===== src/rtl/posit_defines_es3_pkg.sv =====
// Shared constants and the output line type for the ES=3 posit result path.
package posit_defines_es3;

  localparam int NBITS_ES3      = 32;
  localparam int LANES_ES3      = 16;
  localparam int LINE_WIDTH_ES3 = NBITS_ES3 * LANES_ES3;

  typedef struct packed {
    logic [LINE_WIDTH_ES3-1:0] data;
    logic [LANES_ES3-1:0]      keep;
    logic                      last;
  } line_t;

endpackage


===== src/rtl/posit_sat_counter.sv =====
// Saturating up-counter: sticks at all-ones instead of wrapping.
module posit_sat_counter #(
  parameter int W = 32
) (
  input  logic         clk,
  input  logic         reset,
  input  logic         i_inc,
  output logic [W-1:0] o_count
);

  logic [W-1:0] r_count;

  always_ff @(posedge clk) begin
    if (reset) begin
      r_count <= '0;
    end else if (i_inc && (r_count != '1)) begin
      r_count <= r_count + W'(1);
    end
  end

  assign o_count = r_count;

endmodule


===== src/rtl/posit_result_packer_es3.sv =====
// Packs normalised posit results into LANES-wide lines with one pack buffer
// plus one output register; tracks saturating inf/zero/line statistics.
module posit_result_packer_es3
  import posit_defines_es3::*;
#(
  parameter int NBITS = NBITS_ES3,
  parameter int LANES = LANES_ES3,
  parameter int CNT_W = 32
) (
  input  logic                   clk,
  input  logic                   reset,
  input  logic                   in_valid,
  output logic                   in_ready,
  input  logic [NBITS-1:0]       in_posit,
  input  logic                   in_inf,
  input  logic                   in_zero,
  input  logic                   in_last,
  output logic                   out_valid,
  input  logic                   out_ready,
  output logic [NBITS*LANES-1:0] out_data,
  output logic [LANES-1:0]       out_keep,
  output logic                   out_last,
  output logic [CNT_W-1:0]       inf_count,
  output logic [CNT_W-1:0]       zero_count,
  output logic [CNT_W-1:0]       line_count
);

  localparam int IDX_W = $clog2(LANES);
  localparam logic [IDX_W-1:0] LAST_IDX = IDX_W'(LANES - 1);

  typedef enum logic {S_FILL, S_HOLD} state_t;

  typedef struct packed {
    logic [NBITS*LANES-1:0] data;
    logic [LANES-1:0]       keep;
    logic                   last;
  } pack_line_t;

  state_t           r_state;
  logic [NBITS-1:0] r_buf [LANES];
  logic [IDX_W-1:0] r_idx;
  logic [LANES-1:0] r_hold_keep;
  logic             r_hold_last;
  pack_line_t       r_out_line;
  logic             r_out_valid;

  logic                   w_accept;
  logic                   w_close;
  logic                   w_slot_free;
  logic                   w_load_fill;
  logic                   w_load_hold;
  logic [NBITS*LANES-1:0] w_fill_data;
  logic [LANES-1:0]       w_fill_keep;
  logic [NBITS*LANES-1:0] w_hold_data;
  pack_line_t             w_fill_line;
  pack_line_t             w_hold_line;

  assign in_ready    = (r_state == S_FILL);
  assign w_accept    = in_valid & in_ready;
  assign w_close     = w_accept & ((r_idx == LAST_IDX) | in_last);
  assign w_slot_free = ~r_out_valid | out_ready;
  assign w_load_fill = (r_state == S_FILL) & w_close & w_slot_free;
  assign w_load_hold = (r_state == S_HOLD) & w_slot_free;

  // The closing result bypasses the buffer; lanes past it read as zero so
  // stale data from an earlier line never leaks out.
  for (genvar gi = 0; gi < LANES; gi++) begin : g_lane
    localparam logic [IDX_W-1:0] LANE = IDX_W'(gi);
    assign w_fill_keep[gi] = (LANE <= r_idx);
    assign w_fill_data[NBITS*gi +: NBITS] = (LANE == r_idx) ? in_posit :
                                            (LANE < r_idx)  ? r_buf[gi] : '0;
    assign w_hold_data[NBITS*gi +: NBITS] = r_hold_keep[gi] ? r_buf[gi] : '0;
  end

  assign w_fill_line = '{data: w_fill_data, keep: w_fill_keep, last: in_last};
  assign w_hold_line = '{data: w_hold_data, keep: r_hold_keep, last: r_hold_last};

  always_ff @(posedge clk) begin
    if (reset) begin
      for (int i = 0; i < LANES; i++) begin
        r_buf[i] <= '0;
      end
    end else if (w_accept) begin
      r_buf[r_idx] <= in_posit;
    end
  end

  always_ff @(posedge clk) begin
    if (reset) begin
      r_state     <= S_FILL;
      r_idx       <= '0;
      r_hold_keep <= '0;
      r_hold_last <= 1'b0;
      r_out_line  <= '0;
      r_out_valid <= 1'b0;
    end else begin
      if (w_accept) begin
        r_idx <= w_close ? '0 : r_idx + IDX_W'(1);
      end
      case (r_state)
        S_FILL: begin
          if (w_close && !w_slot_free) begin
            r_hold_keep <= w_fill_keep;
            r_hold_last <= in_last;
            r_state     <= S_HOLD;
          end
        end
        S_HOLD: begin
          if (w_slot_free) begin
            r_state <= S_FILL;
          end
        end
        default: r_state <= S_FILL;
      endcase
      if (w_load_fill) begin
        r_out_line  <= w_fill_line;
        r_out_valid <= 1'b1;
      end else if (w_load_hold) begin
        r_out_line  <= w_hold_line;
        r_out_valid <= 1'b1;
      end else if (out_ready) begin
        r_out_valid <= 1'b0;
      end
    end
  end

  assign out_valid = r_out_valid;
  assign out_data  = r_out_line.data;
  assign out_keep  = r_out_line.keep;
  assign out_last  = r_out_line.last;

  posit_sat_counter #(.W(CNT_W)) u_inf_cnt (
    .clk    (clk),
    .reset  (reset),
    .i_inc  (w_accept & in_inf),
    .o_count(inf_count)
  );

  posit_sat_counter #(.W(CNT_W)) u_zero_cnt (
    .clk    (clk),
    .reset  (reset),
    .i_inc  (w_accept & in_zero),
    .o_count(zero_count)
  );

  posit_sat_counter #(.W(CNT_W)) u_line_cnt (
    .clk    (clk),
    .reset  (reset),
    .i_inc  (r_out_valid & out_ready),
    .o_count(line_count)
  );

endmodule


===== config.mk =====
export PLATFORM = sky130hd
export DESIGN_NAME = posit_result_packer_es3
export DESIGN_NICKNAME = d
export VERILOG_FILES = /design/src/rtl/posit_defines_es3_pkg.sv /design/src/rtl/posit_sat_counter.sv /design/src/rtl/posit_result_packer_es3.sv
export SDC_FILE = /design/constraint.sdc
export NUM_CORES = 2
export LEC_CHECK = 0
export BUFFER_PORTS_ARGS = -buffer_cell sky130_fd_sc_hd__buf_2
export CAP_MARGIN = 20
export CORE_UTILIZATION = 45
export CTS_CLUSTER_SIZE = 8
export DETAILED_ROUTE_END_ITERATION = 8
export PLACE_DENSITY = 0.73
export SLEW_MARGIN = 20
export SYNTH_ARGS = -nofsm -noshare
export SYNTH_HDL_FRONTEND = slang
export SYNTH_HIERARCHICAL = 1
export SYNTH_SLANG_ARGS = --single-unit

===== constraint.sdc =====
create_clock -name clk -period 7.2 [get_ports clk]
set_input_delay 0.36 -clock clk [delete_from_list [all_inputs] [get_ports clk]]
set_output_delay 0.36 -clock clk [all_outputs]
set_load 0.005 [all_outputs]

==> impl_results.html <==
<table>
<tr><th>Metric</th><th>Value</th></tr>
<tr><th colspan="2">Critical path</th></tr>
<tr><td>Cell seen most often among critical-path stages</td><td>buf_4</td></tr>
<tr><td>Minimum setup slack among reg-to-reg paths</td><td>2.36 ns</td></tr>
<tr><td>Setup crit start kind</td><td>flop</td></tr>
<tr><td>Source of the critical timing path</td><td>r_idx[1]</td></tr>
<tr><td>CP Capture Point</td><td>out_data[389]</td></tr>
<tr><td>Worst Path Arrival</td><td>5.48 ns</td></tr>
<tr><td>Critical path endpoint category</td><td>flop</td></tr>
<tr><td>Worst Reg2Reg Path Length in Cells</td><td>7</td></tr>
<tr><td>R2r endpoint</td><td>out_data[389]</td></tr>
<tr><td>Category of the most critical setup path</td><td>reg -&gt; reg</td></tr>
<tr><td>Critical Path RT</td><td>7.85 ns</td></tr>
<tr><td>Launching point of the worst reg2reg path</td><td>r_idx[1]</td></tr>
<tr><td>Largest fanout on the critical path</td><td>102</td></tr>
<tr><td>Series of cell instances along the critical path</td><td>ha_2, nand4_1, a21oi_4, buf_4, buf_4, nor2_1, o32ai_1</td></tr>
<tr><td>Master of the slowest instance on the critical path</td><td>ha_2</td></tr>
<tr><td>Maximum single-stage delay on the critical path</td><td>0.97 ns</td></tr>
<tr><th colspan="2">Global route</th></tr>
<tr><td>Initial antenna violation count</td><td>7</td></tr>
<tr><td>Total routing usage reported by global routing</td><td>0.3123</td></tr>
<tr><td>Maximum number of pins on one net before global-route repair</td><td>245</td></tr>
<tr><td>Global-route congestion overflow total</td><td>0</td></tr>
<tr><td>Wire length of the first global-routing pass</td><td>264200 um</td></tr>
<tr><td>Via count of the first global-routing pass</td><td>40090</td></tr>
<tr><th colspan="2">Routing</th></tr>
<tr><td>Detailed Routing Iterations Pass 1</td><td>5</td></tr>
<tr><td>Routed WL per cell</td><td>26.97 um</td></tr>
<tr><td>Iteration-0 DRC Markers</td><td>4725</td></tr>
<tr><td>Via count of the routed design</td><td>42570</td></tr>
<tr><td>Detail-routed via count per cell</td><td>6.299</td></tr>
<tr><td>Routed WL</td><td>182200 um</td></tr>
<tr><td>Drc violations</td><td>0</td></tr>
<tr><td>Remaining antenna violation count after routing</td><td>0</td></tr>
<tr><th colspan="2">STA</th></tr>
<tr><td>Hold slack</td><td>0.08157 ns</td></tr>
<tr><td>Period minus WS final</td><td>4.836 ns</td></tr>
<tr><td>Final setup violation count</td><td>0</td></tr>
<tr><td>Final count of hold timing violations</td><td>0</td></tr>
<tr><td>Post-route fraction of the period consumed by the critical path</td><td>0.6717</td></tr>
<tr><td>Worst slew margin relative to its limit</td><td>0.2577</td></tr>
<tr><td>Unrepaired setup endpoints after global routing</td><td>no</td></tr>
<tr><td>Fin worst setup slack</td><td>2.364 ns</td></tr>
<tr><td>Number of max-slew violations in the final report</td><td>0</td></tr>
<tr><td>Worst-Margin Slew</td><td>1.113 ns</td></tr>
<tr><td>Worst clock skew on the final layout</td><td>0.05519 ns</td></tr>
<tr><td>Highest Clock Rate</td><td>206.8 MHz</td></tr>
<tr><td>Setup TNS</td><td>0 ns</td></tr>
<tr><th colspan="2">Status</th></tr>
<tr><td>Outcome</td><td>complete, no violations</td></tr>
<tr><th colspan="2">Pwr</th></tr>
<tr><td>Total internal power</td><td>11.88 mW</td></tr>
<tr><td>Seq pwr share</td><td>0.460</td></tr>
<tr><td>Switching Power</td><td>3.960 mW</td></tr>
<tr><td>Proportion of power drawn by combinational gates</td><td>0.075</td></tr>
<tr><td>PwrDens</td><td>268.7 nW/um^2</td></tr>
<tr><td>Proportion of power drawn by the clock network</td><td>0.465</td></tr>
<tr><td>Switching share of total power</td><td>0.2501</td></tr>
<tr><td>Worst voltage drop across the vdd grid</td><td>0.1855 mV</td></tr>
<tr><td>Leakage dissipation</td><td>23.09 nW</td></tr>
<tr><th colspan="2">Layout</th></tr>
<tr><td>Count of nets after finishing</td><td>5195</td></tr>
<tr><td>Fraction of layout cells with a size suffix above 1</td><td>0.2055</td></tr>
<tr><td>Final Instance Area</td><td>58940 um^2</td></tr>
<tr><td>Filler cell count in the final layout</td><td>9400</td></tr>
<tr><td>Leading cell type in the layout, fill and taps excluded</td><td>buf_2</td></tr>
<tr><td>Leading cell types in the layout, fill and taps excluded</td><td>buf_2, dfxtp_1, edfxtp_1</td></tr>
<tr><td>Area added between synthesis and finish</td><td>18.27%</td></tr>
<tr><th colspan="2">Floorplanning</th></tr>
<tr><td>Initial core utilization</td><td>0.4559</td></tr>
<tr><td>Die Outline Area</td><td>112100 um^2</td></tr>
<tr><td>I/O Pins</td><td>666</td></tr>
<tr><td>Placeable Area</td><td>109300 um^2</td></tr>
<tr><td>Standard-cell rows</td><td>121</td></tr>
<tr><td>Die W</td><td>334.8 um</td></tr>
<tr><td>Vert. Die Dim</td><td>334.8 um</td></tr>
<tr><th colspan="2">Yosys</th></tr>
<tr><td>Synth Net Count</td><td>4802</td></tr>
<tr><td>YS warnings</td><td>6</td></tr>
<tr><td>Top cells by area in the synthesized netlist</td><td>edfxtp_1, dfxtp_1, and2_1</td></tr>
<tr><td>Mean cell area of the mapped netlist</td><td>10.48 um^2</td></tr>
<tr><td>Sequential fraction of the synthesis area</td><td>0.5688</td></tr>
<tr><td>Dominant synthesized flop cell</td><td>dfxtp_1</td></tr>
<tr><td>Cell accounting for the most synthesized area</td><td>edfxtp_1</td></tr>
<tr><td>Number of unique standard cell types used by synthesis</td><td>77</td></tr>
<tr><td>Number of flops mapped to enable cells by yosys</td><td>512</td></tr>
<tr><td>Flip-flop and latch count after synthesis</td><td>1160</td></tr>
<tr><td>Ys async rst share</td><td>0</td></tr>
<tr><td>Share of the synthesized area in the top cell type</td><td>0.3085</td></tr>
<tr><td>Count of mapped cells out of synthesis</td><td>4755</td></tr>
<tr><td>Total standard cell area after synthesis</td><td>49840 um^2</td></tr>
<tr><th colspan="2">Hold path</th></tr>
<tr><td>Kind of path behind the tightest hold check</td><td>in -&gt; reg</td></tr>
<tr><th colspan="2">Placement</th></tr>
<tr><td>Placement Cell Area</td><td>54000 um^2</td></tr>
<tr><td>Worst setup slack before clock tree synthesis</td><td>2.447 ns</td></tr>
<tr><td>Port bufs</td><td>665</td></tr>
<tr><td>Half-perimeter wire length of the detailed placement result</td><td>108100 um</td></tr>
<tr><td>Routability Congestion</td><td>0.8919</td></tr>
<tr><th colspan="2">CTS</th></tr>
<tr><td>Buffer cell driving the clock tree root</td><td>clkbuf_16</td></tr>
<tr><td>Clock transition time at the flip-flop clock pins of the worst setup and hold paths</td><td>0.05 ns</td></tr>
<tr><td>Post-CTS Resized</td><td>0</td></tr>
<tr><td>TritonCTS clock tree</td><td>done</td></tr>
<tr><td>H-tree Lvls</td><td>4</td></tr>
<tr><td>CTS sink cnt</td><td>1160</td></tr>
<tr><td>Worst-skew pair later-pin latency</td><td>0.77 ns</td></tr>
<tr><td>CTS max path bufs</td><td>3</td></tr>
<tr><td>Total CTS buffers</td><td>164</td></tr>
<tr><th colspan="2">Run</th></tr>
<tr><td>Max capacitance violation total</td><td>0</td></tr>
</table>
[cell families after synthesis]
group,share of synthesized area
and+or+nand+nor,0.1551
adders and majority gates,0.002009
buffers and inverters,0.04858
muxes,0.01544
DFF,0.5688
AOI/OAI and AO/OA,0.2064
xor gates and xnor gates,0.003691
[worst max-delay path, delay by kind of cell, from the launching register on]
family | cells | cell delay, ns
AO/OA/AOI/OAI | 2 | 1.01
adder cells (fa/ha/maj) | 1 | 0.97
buffers and inverters | 2 | 1.41
flip-flops | 1 | 0.75
AND/OR/NAND/NOR | 2 | 0.47
[power groups by stage]
stage	registers, mW	logic [mW]	clock network, mW
floorplan	7.39	0.610	0
global placement	7.40	1.14	0
detailed placement	7.41	1.16	0
CTS	7.28	1.17	7.43
global route	7.30	1.25	7.71
finish	7.28	1.18	7.37
[routing by layer]
layer	share of wire	vias to the layer above	track usage
li1	-	18760	-
met1	0.37	20800	0.3908
met2	0.46	2504	0.4847
met3	0.10	498	0.07413
met4	0.069	4	0.1994
met5	0.00013	-	0
[sequential cells by signal, summed over array words and instances, names as in the netlist]
signal	count
r_hold_last	1
u_zero_cnt/o_count	32
r_buf	512
r_idx	4
u_line_cnt/o_count	32
out_valid	1
out_data	512
out_keep	16
u_inf_cnt/o_count	32
r_hold_keep	16
out_last	1
r_state	1
[metrics by stage]
step	utilization	total power, mW	std cells
after global routing	0.5392	16.27	6756
after floorplan	-	7.999	4755
after global placement	0.4935	8.532	6454
final	0.5392	15.84	6757
after CTS	0.5387	15.88	6755
after detailed placement	0.4940	8.569	6456
[cells in the mapped netlist, types with 34 or more instances]
cell type,instances
dfxtp_1,648
edfxtp_1,512
clkbuf_1,418
and2_1,390
a21oi_1,383
nor2_1,370
o21ai_0,293
and3_1,206
o32ai_1,162
nand2_1,121
buf_2,99
o211ai_1,99
a221o_1,95
a32oi_1,95
nor3_1,91
mux2i_1,69
nand3_1,55
inv_1,47
o31ai_1,42
or4_1,37
a2bb2oi_1,34
a311oi_1,34
[what timing repair did]
action,4_1_cts,5_1_grt
endpoints found under the hold margin,1,0
endpoints found under the setup margin,0,0
setup buffers,0,0
hold buffers,1,0
[worst min-delay path by stage]
stage	slack [ns]	startpoint	cells past startpoint	endpoint
4_1_cts	0.03	in_last	3	r_hold_last
5_1_grt	0.06	in_last	3	r_hold_last
6_report	0.08	in_last	3	r_hold_last
3_3_place_gp	0.44	out_keep[3]	2	out_keep[3]
3_5_place_dp	0.45	r_hold_keep[14]	2	r_hold_keep[14]
2_1_floorplan	0.43	r_hold_keep[14]	2	r_hold_keep[14]
[final cells by class]
class | instances | area [um^2] | share of cell area
Clock inverter | 16 | 277.8 | 0.004713
Tap cell | 1476 | 1847 | 0.03133
Sequential cell | 1160 | 28350 | 0.4810
Clock buffer | 282 | 4599 | 0.07804
Multi-Input combinational cell | 2993 | 19380 | 0.3289
Antenna cell | 1 | 2.502 | 0.00004246
Inverter | 48 | 187.7 | 0.003184
Timing Repair Buffer | 781 | 4293 | 0.07284
No activity file was read; power rests on OpenSTA's default activity.
